--- src/rtl/lagarto_pmu_pkg.sv ---
// Lagarto PMU counters: shared address map, select width and register decode.
package lagarto_pmu_pkg;

    // Width of an event-select field (selects events 0..31).
    localparam int unsigned SEL_W = 5;

    // Word address width of the register port.
    localparam int unsigned ADDR_W = 5;

    // Number of slots in the counter window and in the select window.
    localparam int unsigned WINDOW = 8;

    // Register address map.
    localparam logic [ADDR_W-1:0] ADDR_CNT_BASE = 5'd0;
    localparam logic [ADDR_W-1:0] ADDR_SEL_BASE = 5'd8;
    localparam logic [ADDR_W-1:0] ADDR_INHIBIT  = 5'd16;
    localparam logic [ADDR_W-1:0] ADDR_OVF      = 5'd17;
    localparam logic [ADDR_W-1:0] ADDR_IRQ_EN   = 5'd18;

    // Which register class an address selects.
    typedef enum logic [2:0] {
        REG_COUNTER    = 3'd0,
        REG_SELECT     = 3'd1,
        REG_INHIBIT    = 3'd2,
        REG_OVF_STATUS = 3'd3,
        REG_IRQ_EN     = 3'd4,
        REG_ERROR      = 3'd5
    } reg_idx_e;

    // Classify a word address. Counter and select slots beyond the number
    // of implemented counters decode as errors. The counter window is only
    // 8 words wide, so with more than 8 counters the upper ones are not
    // reachable through the register port (they still count).
    function automatic reg_idx_e decode_addr(input logic [ADDR_W-1:0] addr,
                                             input int unsigned num_cnt);
        reg_idx_e    idx;
        int unsigned slot;
        slot = {29'd0, addr[2:0]};
        if (addr < ADDR_SEL_BASE) begin
            idx = (slot < num_cnt) ? REG_COUNTER : REG_ERROR;
        end else if (addr < ADDR_INHIBIT) begin
            idx = (slot < num_cnt) ? REG_SELECT : REG_ERROR;
        end else if (addr == ADDR_INHIBIT) begin
            idx = REG_INHIBIT;
        end else if (addr == ADDR_OVF) begin
            idx = REG_OVF_STATUS;
        end else if (addr == ADDR_IRQ_EN) begin
            idx = REG_IRQ_EN;
        end else begin
            idx = REG_ERROR;
        end
        return idx;
    endfunction

endpackage

--- src/rtl/lagarto_pmu_counter.sv ---
// Single PMU counter: software write beats increment; reports wrap-around.
module lagarto_pmu_counter
    import lagarto_pmu_pkg::*;
#(
    parameter int unsigned CNT_W = 64
) (
    input  logic             clk_i,
    input  logic             rst_ni,
    input  logic             inc_i,
    input  logic             wr_en_i,
    input  logic [CNT_W-1:0] wr_data_i,
    output logic [CNT_W-1:0] value_o,
    output logic             ovf_pulse_o
);

    logic [CNT_W-1:0] value_q;
    logic [CNT_W-1:0] value_d;

    // A write discards a coincident increment, so it can never signal a wrap.
    assign ovf_pulse_o = inc_i && !wr_en_i && (value_q == {CNT_W{1'b1}});

    // Next value: write wins, otherwise count up by one (wrapping).
    always_comb begin
        value_d = value_q;
        if (wr_en_i) begin
            value_d = wr_data_i;
        end else if (inc_i) begin
            value_d = value_q + CNT_W'(1);
        end
    end

    // Counter state register.
    always_ff @(posedge clk_i or negedge rst_ni) begin
        if (!rst_ni) begin
            value_q <= '0;
        end else begin
            value_q <= value_d;
        end
    end

    assign value_o = value_q;

endmodule

--- src/rtl/lagarto_pmu_counters.sv ---
// Lagarto PMU counter bank: event sampling, programmable counters,
// overflow status/interrupt and a one-cycle-latency register port.
module lagarto_pmu_counters
    import lagarto_pmu_pkg::*;
#(
    parameter int unsigned NUM_EVENTS = 23,
    parameter int unsigned NUM_CNT    = 8,
    parameter int unsigned CNT_W      = 64
) (
    input  logic                  clk_i,
    input  logic                  rst_ni,
    input  logic [NUM_EVENTS-1:0] pmu_sig_i,
    input  logic                  req_valid_i,
    output logic                  req_ready_o,
    input  logic                  req_we_i,
    input  logic [4:0]            req_addr_i,
    input  logic [CNT_W-1:0]      req_wdata_i,
    output logic                  rsp_valid_o,
    input  logic                  rsp_ready_i,
    output logic [CNT_W-1:0]      rsp_rdata_o,
    output logic                  rsp_err_o,
    output logic                  irq_o
);

    // Event sample stage; widened so any 5-bit select indexes a defined bit.
    logic [NUM_EVENTS-1:0] sample_q;
    logic [31:0]           sample_ext;

    // Programmable state.
    logic [SEL_W-1:0]   sel_q [NUM_CNT];
    logic [NUM_CNT-1:0] inhibit_q, inhibit_d;
    logic [NUM_CNT-1:0] ovf_q, ovf_d;
    logic [NUM_CNT-1:0] irq_en_q, irq_en_d;

    // Response registers.
    logic             rsp_valid_q, rsp_valid_d;
    logic [CNT_W-1:0] rsp_rdata_q, rsp_rdata_d;
    logic             rsp_err_q, rsp_err_d;

    // Per-counter wiring.
    logic [CNT_W-1:0]   cnt_value [NUM_CNT];
    logic [NUM_CNT-1:0] cnt_inc;
    logic [NUM_CNT-1:0] cnt_wr_en;
    logic [NUM_CNT-1:0] sel_wr_en;
    logic [NUM_CNT-1:0] ovf_pulse;

    // Request decode.
    reg_idx_e         req_idx;
    logic [2:0]       req_slot;
    logic             req_accept;
    logic             reg_wr;
    logic [CNT_W-1:0] rd_data;
    logic [NUM_CNT-1:0] ovf_w1c;

    assign sample_ext = 32'(sample_q);

    assign req_idx    = decode_addr(req_addr_i, NUM_CNT);
    assign req_slot   = req_addr_i[2:0];
    assign req_ready_o = !(rsp_valid_q && !rsp_ready_i);
    assign req_accept = req_valid_i && req_ready_o;
    // Writes to unmapped addresses have no side effect.
    assign reg_wr     = req_accept && req_we_i && (req_idx != REG_ERROR);

    // Capture event pulses; counting uses the previous cycle's events.
    always_ff @(posedge clk_i or negedge rst_ni) begin
        if (!rst_ni) begin
            sample_q <= '0;
        end else begin
            sample_q <= pmu_sig_i;
        end
    end

    for (genvar gi = 0; gi < NUM_CNT; gi++) begin : g_cnt
        logic slot_hit;

        if (gi < WINDOW) begin : g_addressable
            assign slot_hit = (req_slot == 3'(gi));
        end else begin : g_hidden
            assign slot_hit = 1'b0;
        end

        assign cnt_wr_en[gi] = reg_wr && (req_idx == REG_COUNTER) && slot_hit;
        assign sel_wr_en[gi] = reg_wr && (req_idx == REG_SELECT) && slot_hit;

        // Select values naming a non-existent event never count.
        assign cnt_inc[gi] = !inhibit_q[gi]
                          && (32'(sel_q[gi]) < NUM_EVENTS)
                          && sample_ext[sel_q[gi]];

        lagarto_pmu_counter #(
            .CNT_W (CNT_W)
        ) u_counter (
            .clk_i       (clk_i),
            .rst_ni      (rst_ni),
            .inc_i       (cnt_inc[gi]),
            .wr_en_i     (cnt_wr_en[gi]),
            .wr_data_i   (req_wdata_i),
            .value_o     (cnt_value[gi]),
            .ovf_pulse_o (ovf_pulse[gi])
        );
    end

    // Event select registers, one per counter.
    always_ff @(posedge clk_i or negedge rst_ni) begin
        if (!rst_ni) begin
            for (int i = 0; i < NUM_CNT; i++) begin
                sel_q[i] <= '0;
            end
        end else begin
            for (int i = 0; i < NUM_CNT; i++) begin
                if (sel_wr_en[i]) begin
                    sel_q[i] <= req_wdata_i[SEL_W-1:0];
                end
            end
        end
    end

    // Control register next state; a fresh overflow beats a coincident W1C.
    always_comb begin
        inhibit_d = inhibit_q;
        irq_en_d  = irq_en_q;
        ovf_w1c   = '0;
        if (reg_wr && (req_idx == REG_INHIBIT)) begin
            inhibit_d = req_wdata_i[NUM_CNT-1:0];
        end
        if (reg_wr && (req_idx == REG_IRQ_EN)) begin
            irq_en_d = req_wdata_i[NUM_CNT-1:0];
        end
        if (reg_wr && (req_idx == REG_OVF_STATUS)) begin
            ovf_w1c = req_wdata_i[NUM_CNT-1:0];
        end
        ovf_d = (ovf_q & ~ovf_w1c) | ovf_pulse;
    end

    // Control register state.
    always_ff @(posedge clk_i or negedge rst_ni) begin
        if (!rst_ni) begin
            inhibit_q <= '0;
            irq_en_q  <= '0;
            ovf_q     <= '0;
        end else begin
            inhibit_q <= inhibit_d;
            irq_en_q  <= irq_en_d;
            ovf_q     <= ovf_d;
        end
    end

    // Read mux over the pre-update register state; narrow fields zero-extend.
    always_comb begin
        rd_data = '0;
        case (req_idx)
            REG_COUNTER: begin
                for (int i = 0; i < NUM_CNT; i++) begin
                    if ((i < WINDOW) && (req_slot == 3'(i))) begin
                        rd_data = cnt_value[i];
                    end
                end
            end
            REG_SELECT: begin
                for (int i = 0; i < NUM_CNT; i++) begin
                    if ((i < WINDOW) && (req_slot == 3'(i))) begin
                        rd_data = CNT_W'(sel_q[i]);
                    end
                end
            end
            REG_INHIBIT:    rd_data = CNT_W'(inhibit_q);
            REG_OVF_STATUS: rd_data = CNT_W'(ovf_q);
            REG_IRQ_EN:     rd_data = CNT_W'(irq_en_q);
            default:        rd_data = '0;
        endcase
    end

    // Response next state: load on accept, otherwise hold until consumed.
    always_comb begin
        rsp_valid_d = rsp_valid_q;
        rsp_rdata_d = rsp_rdata_q;
        rsp_err_d   = rsp_err_q;
        if (req_accept) begin
            rsp_valid_d = 1'b1;
            rsp_rdata_d = req_we_i ? '0 : rd_data;
            rsp_err_d   = (req_idx == REG_ERROR);
        end else if (rsp_ready_i) begin
            rsp_valid_d = 1'b0;
        end
    end

    // Response registers; reset drops any pending response.
    always_ff @(posedge clk_i or negedge rst_ni) begin
        if (!rst_ni) begin
            rsp_valid_q <= 1'b0;
            rsp_rdata_q <= '0;
            rsp_err_q   <= 1'b0;
        end else begin
            rsp_valid_q <= rsp_valid_d;
            rsp_rdata_q <= rsp_rdata_d;
            rsp_err_q   <= rsp_err_d;
        end
    end

    assign rsp_valid_o = rsp_valid_q;
    assign rsp_rdata_o = rsp_rdata_q;
    assign rsp_err_o   = rsp_err_q;
    assign irq_o       = |(ovf_q & irq_en_q);

endmodule

--- config.mk ---
export PLATFORM = sky130hd
export DESIGN_NAME = lagarto_pmu_counters
export DESIGN_NICKNAME = d
export VERILOG_FILES = /design/src/rtl/lagarto_pmu_pkg.sv /design/src/rtl/lagarto_pmu_counter.sv /design/src/rtl/lagarto_pmu_counters.sv
export SDC_FILE = /design/constraint.sdc
export NUM_CORES = 2
export LEC_CHECK = 0
export BUFFER_PORTS_ARGS = -buffer_cell sky130_fd_sc_hd__buf_4
export CORE_ASPECT_RATIO = 0.7
export CORE_MARGIN = 4
export CORE_UTILIZATION = 57
export CTS_CLUSTER_SIZE = 12
export DETAILED_ROUTE_END_ITERATION = 6
export HOLD_SLACK_MARGIN = 0.12
export MAX_ROUTING_LAYER = met4
export PLACE_DENSITY = 0.74
export RECOVER_POWER = 100
export SLEW_MARGIN = 20
export SYNTH_ARGS = -nofsm -noshare
export SYNTH_HDL_FRONTEND = slang
export SYNTH_SLANG_ARGS = --single-unit
export TNS_END_PERCENT = 5
--- constraint.sdc ---
create_clock -name clk_i -period 3.4 [get_ports clk_i]
set_input_delay 0.34 -clock clk_i [delete_from_list [all_inputs] [get_ports clk_i]]
set_output_delay 0.34 -clock clk_i [all_outputs]
set_load 0.005 [all_outputs]
Word level (Yosys, flattened, before mapping)
Cells that the tools add are included.

storage, ports and cells
  register bits = 665
  latch bits = 0
  bits in writable memories = 0
  bits in read-only memories = 0
  input port bits = 97
  output and inout bits = 68
  logic and storage cells = 222
  memories = 0

operators by class
  $add $sub $neg = 8
  multiply operators = 0
  div/mod/pow operators = 0
  magnitude comparators = 18
  eq/ne operators = 24
  shifts and indexed selects = 0
  multiplexer cells = 58
  bitwise logic cells = 4
  reductions and logical operators = 87

operators by type and width
  cell                     count
  $mux W64                 32
  $add A64 B1 Y64 const B  8
  $eq A64 B64 Y1 const B   8
  $pmux W64 S5             1
  $logic_and A1 B1 Y1      57
  $lt A5 B6 Y1 const B     8
  $lt A5 B5 Y1 const B     9
  $bmux W1 S5              8
  $eq A3 B3 Y1 const B     6
  $logic_not A1 Y1         18
  $reduce_bool A2 Y1       9
  $and A8 B8 Y8            2
  $eq A5 B5 Y1 const B     3
  $eq A3 B2 Y1 const B     4
  $mux W3                  4
  $mux W1                  11
  $mux W8                  1
  $not A8 Y8               1
  $or A8 B8 Y8             1
  $reduce_or A8 Y1         1
  $eq A3 B1 Y1 const B     2
  $logic_not A3 Y1         2
  $lt A5 B4 Y1 const B     1
  $mux W5                  1
  $ne A3 B3 Y1 const B     1

Logic depth before layout (Yosys ltp)
  depth in word-level cells = 14
  mapped depth = 11
  gate-level depth less buffers = 8

Modules after synthesis
From an unflattened synthesis, not the netlist that was laid out.

unflattened totals
  cell total of the unflattened synthesis = 5062
  area, all modules = 43082.6 µm²

modules (own cells, without submodules)
  module                                        instances  cells an instance  area each (µm²)
  lagarto_pmu_counter (g_cnt[0].u_counter ...)  7          455                3846.2
  lagarto_pmu_counters                          1          1409               12199.2
  lagarto_pmu_counter (g_cnt[4].u_counter)      1          468                3960.0

Worst setup path after synthesis
Ideal clock, no wire load.

  kind = register to register
  start = reg sel_q[5] (netlist bit)
  end = reg g_cnt[6].u_counter.value_q[7]
  library setup time = 137 ps
  arrival = 2424 ps
  data required time = 3263 ps
  setup slack = 839 ps
  stages on the path, launching flop included = 11
  buffers on the path = 3
  period minus slack after synthesis = 2561 ps
  cell sequence = dfrtp_1 > buf_4 > mux4_2 > mux2_2 > and3_1 > clkbuf_1 > o31a_2 > buf_6 > and3_1 > xnor2_1 > a21oi_1

on the way
  cells in the longest elaborated chain, start to end = 4
  elaborated cells between the ends (all ways) = 6
  classes of those cells = order compare (1); mux (2); reduce/logical (3)

RTL lines
  what                                                                         RTL line                                                text
  start, declared                                                              lagarto_pmu_counters.sv:30                              logic [SEL_W-1:0] sel_q [NUM_CNT];
  start signal, assigned by index                                              lagarto_pmu_counters.sv:112                             sel_q[i] <= req_wdata_i[SEL_W-1:0];
  $bmux W1 S5 / $lt A5 B5 Y1 (equally long branches)                           lagarto_pmu_counters.sv:88, lagarto_pmu_counters.sv:87
  $mux W1 (implied by the code) / $logic_and A1 B1 Y1 (equally long branches)  lagarto_pmu_counters.sv:88, lagarto_pmu_counters.sv:87
  $logic_and A1 B1 Y1 (*)                                                      lagarto_pmu_counters.sv:88                              && sample_ext[sel_q[gi]];
  $reduce_bool A2 Y1 (no source line) (*)                                      -
  end signal, assigned                                                         lagarto_pmu_counter.sv:37                               value_q <= value_d;
  end, declared                                                                lagarto_pmu_counter.sv:16                               logic [CNT_W-1:0] value_q;

Mark *: on every way between the ends. The rest lies on a longest branch, timed or not. The select of a mux whose other input is x is not followed.
A chain may end at the register's enable or synchronous reset.

Worst setup path after layout
  start = reg sel_q[35] (netlist bit)
  end = reg g_cnt[0].u_counter.value_q[7]

on the way
  cells in the longest elaborated chain, start to end = 4
  elaborated cells between the ends (all ways) = 6
  classes of those cells = order compare (1); mux (2); reduce/logical (3)

RTL lines
  what                                                                         RTL line
  $bmux W1 S5 / $lt A5 B5 Y1 (equally long branches)                           lagarto_pmu_counters.sv:88, lagarto_pmu_counters.sv:87
  $mux W1 (implied by the code) / $logic_and A1 B1 Y1 (equally long branches)  lagarto_pmu_counters.sv:88, lagarto_pmu_counters.sv:87
  $logic_and A1 B1 Y1 (*)                                                      lagarto_pmu_counters.sv:88
  $reduce_bool A2 Y1 (no source line) (*)                                      -
  end signal, assigned                                                         lagarto_pmu_counter.sv:37
  end, declared                                                                lagarto_pmu_counter.sv:16

Marked as above.

==> metrics.cfg <==
[yosys]
synth_enable_flop_cells = 0
mappedNetlistArea_um2 = 41130
yosys_warnings = 0
synth_async_sr_flop_share = 1.000
synth_seq_cells = 665
proportion_of_synthesized_chip_area_in_sequential_cells = 0.4046
syn-num-nets = 4686
synth_cells = 4581
ys.flop_type = sky130_fd_sc_hd__dfrtp_1
mapped_avg_cell_area_um2 = 8.979
ys_types = 88

[timing]
number_of_setup_violations_in_the_final_report = 0
tns_ps = 0
hold_slack_ps = 240.5
skew_ps = 20.35
timing.final.hold_violations = 0
achievable-frequency_mhz = 303.6
layout_worst_path_cycle_share = 0.9687
finalWorstSetupSlack_ps = 106.3
max_slew_violation_count = 54
finalWorstPathRequiredPeriod_ps = 3294
grt_setup_unrepaired = no
maxSlewHeadroom = -0.1195
worstMarginPinSlew_ps = 1679

[setup_path]
type_of_element_launching_the_critical_path = register
critical_setup_path_kind = register to register
worst_setup_path_end_kind = register
crit_fanout = 11
critical_path_required_ps = 3930
worstPathArrival_ps = 3830

[detailed_routing]
dr.pass1.iters = 6
vias = 38930
post-route-drc-count = 0
mean_routed_wirelength_per_cell_um = 28.30
drt_first_iter_violations = 5853
avgViaCountPerCell = 6.789
route.final.wire_length_mm = 162.3
post_route_ant_nets = 0

[pwr]
sequential_cell_fraction_of_total_power = 0.425
net-switching-power_mw = 10.97
vdd_drop_max_mv = 0.5557
internal_power_mw = 17.81
power_switching_share = 0.3812
power.static_leakage_nw = 17.24
power_frac_comb = 0.297
power_per_cell_area_nw_per_um2 = 619.6
power_mw = 28.78
power_share_of_the_clock_group = 0.278

[die]
fp.coreArea_um2 = 71510
dieWidth_um = 329.1
num_rows = 82
die-area_um2 = 76590
floorplan.initialDensity = 0.5752
floorplan.io_pins = 165
die_y_um = 232.8

[cts]
cts.sink_count = 665
htreeDepth = 3
insertion_delay_ps = 640
tritoncts.num_buffers = 72
ctsRootBufferMaster = sky130_fd_sc_hd__clkbuf_16
tritoncts = done
cts.reportedPaths.clkPinSlew_ps = 60
ctsLongestPathBuffers = 3
post_cts_buffers = 0

[place]
place_hpwl_mm = 117.4
port_buffers = 164
gp_congestion = 1.016
postPlaceCellArea_um2 = 43810
pre_cts_ws_ps = 158.8

[final_layout]
layout.cells.most_common = sky130_fd_sc_hd__dfrtp_1
syn_to_final_growth_pct = 12.92
final_cell_mix = sky130_fd_sc_hd__dfrtp_1, sky130_fd_sc_hd__nand2_1, sky130_fd_sc_hd__nor2_1
finalNetCount = 4827
post_route_cells_drive_above_1_share = 0.1318
fin_area_um2 = 46450

[status]
failed_checks = max-capacitance violations, max-slew violations
run_status = finished with violations

[hold_path]
hold_path_class = input pin to register

[global_route]
residual_overflow_from_global_routing = 0
antenna_found_initial = 2
grt_max_degree = 98
wire_length_of_the_first_global_routing_pass_mm = 239.5
grt_pass1_vias = 36050
grt_util_all_layers = 0.4327

[run]
cap_viol_max_count = 1

## routing by layer
metal	share of wire	GRT usage
met3	0.17	0.1795
met1	0.40	0.6208
met5	0	-
met2	0.39	0.5455
met4	0.041	0.1455
## Yosys cell counts (45+ instances only)
cell / n / area share
sky130_fd_sc_hd__buf_1: 71 / 0.0065
sky130_fd_sc_hd__nand2_1: 512 / 0.047
sky130_fd_sc_hd__xor2_1: 178 / 0.038
sky130_fd_sc_hd__nand4_1: 164 / 0.025
sky130_fd_sc_hd__or3_1: 51 / 0.0078
sky130_fd_sc_hd__buf_2: 45 / 0.0055
sky130_fd_sc_hd__o21ai_0: 326 / 0.040
sky130_fd_sc_hd__mux2_2: 90 / 0.025
sky130_fd_sc_hd__xnor2_1: 268 / 0.057
sky130_fd_sc_hd__nor2_1: 463 / 0.042
sky130_fd_sc_hd__inv_1: 68 / 0.0062
sky130_fd_sc_hd__clkbuf_1: 218 / 0.020
sky130_fd_sc_hd__mux2i_1: 60 / 0.015
sky130_fd_sc_hd__a31oi_1: 52 / 0.0079
sky130_fd_sc_hd__a21oi_1: 307 / 0.037
sky130_fd_sc_hd__mux4_2: 117 / 0.064
sky130_fd_sc_hd__and3_1: 107 / 0.016
sky130_fd_sc_hd__nor3_1: 102 / 0.012
sky130_fd_sc_hd__nor4_1: 104 / 0.016
sky130_fd_sc_hd__nand3_1: 192 / 0.023
sky130_fd_sc_hd__dfrtp_1: 665 / 0.40
sky130_fd_sc_hd__o22ai_1: 52 / 0.0079
## per-stage QoR
| stage | std cells | util |
|---|---|---|
| finish | 5735 | 0.6495 |
| CTS | 5731 | 0.6571 |
| global placement | 5523 | 0.6126 |
| global route | 5731 | 0.6494 |
| detailed placement | 5523 | 0.6126 |
| floorplan | 4581 | - |
## power groups by stage
stage | Clock (mW) | Sequential, mW | Combinational, mW
5_1_grt | 8.30 | 12.4 | 9.10
2_1_floorplan | 0 | 11.3 | 5.58
4_1_cts | 8.00 | 12.1 | 8.39
3_5_place_dp | 0 | 12.2 | 8.25
3_3_place_gp | 0 | 12.1 | 8.06
6_report | 7.99 | 12.2 | 8.54
## registers in the layout, indices dropped and copies added (netlist names)
| signal | flops |
|---|---|
| irq_en_q | 8 |
| rsp_valid_o | 1 |
| ovf_q | 8 |
| rsp_err_o | 1 |
| sample_q | 23 |
| inhibit_q | 8 |
| sel_q | 40 |
| g_cnt.u_counter.value_o | 512 |
| rsp_rdata_o | 64 |
## timing repair
| item | CTS | global route |
|---|---|---|
| gates resized for setup | 0 | 1 |
| setup endpoints to repair | 0 | 3 |
| endpoints found under the hold margin | 563 | 0 |
| hold buffers | 91 | 0 |
## worst max-delay path, cell delays in order, from the launching register on
cell and delay [ps]:
sky130_fd_sc_hd__dfrtp_1 650, sky130_fd_sc_hd__mux2i_1 150, sky130_fd_sc_hd__a2111oi_0 510, sky130_fd_sc_hd__o311ai_1 310, sky130_fd_sc_hd__a31oi_2 440, sky130_fd_sc_hd__buf_4 230, sky130_fd_sc_hd__clkbuf_1 360, sky130_fd_sc_hd__nand3_1 180
sky130_fd_sc_hd__xor2_1 180, sky130_fd_sc_hd__o21ai_0 190
## cells by family (layout without fill, tap and decap cells)
group / after synthesis / after routing / share of synthesized area
xor gates and xnor gates: 446 / 446 / 0.09497
and+or+nand+nor: 1904 / 1904 / 0.2321
buffers and inverters: 424 / 608 / 0.04240
AOI/OAI and AO/OA: 864 / 864 / 0.1183
muxes: 270 / 270 / 0.1052
other: 0 / 4 / 0
DFF: 665 / 665 / 0.4046
adders and majority gates: 8 / 8 / 0.002434
## area by class of cell
| cell class | count | area, µm² |
|---|---|---|
| Timing Repair Buffer | 423 | 3279 |
| Antenna cell | 4 | 10.01 |
| Clock buffer | 102 | 2046 |
| Inverter | 68 | 255.2 |
| Multi-Input combinational cell | 3492 | 22780 |
| Sequential cell | 665 | 16640 |
| Clock inverter | 15 | 225.2 |
| Tap cell | 966 | 1209 |
| Fill cell | 5905 | 25060 |
## final timing paths
path                            startpoint                             end  slack [ps]  cells after the start
max                              sel_q[35]   g_cnt[0].u_counter.value_o[7]         110                      9
min                          req_addr_i[3]                       rsp_err_o         240                      4
max reg2reg                      sel_q[35]   g_cnt[0].u_counter.value_o[7]         110                      9
min reg2reg                rsp_rdata_o[27]                 rsp_rdata_o[27]         470                      2
max in group asynchronous           rst_ni  g_cnt[4].u_counter.value_o[26]         460                      4
min in group asynchronous           rst_ni  g_cnt[6].u_counter.value_o[61]         700                      2
Note: power is estimated with default switching activity, not from simulation.
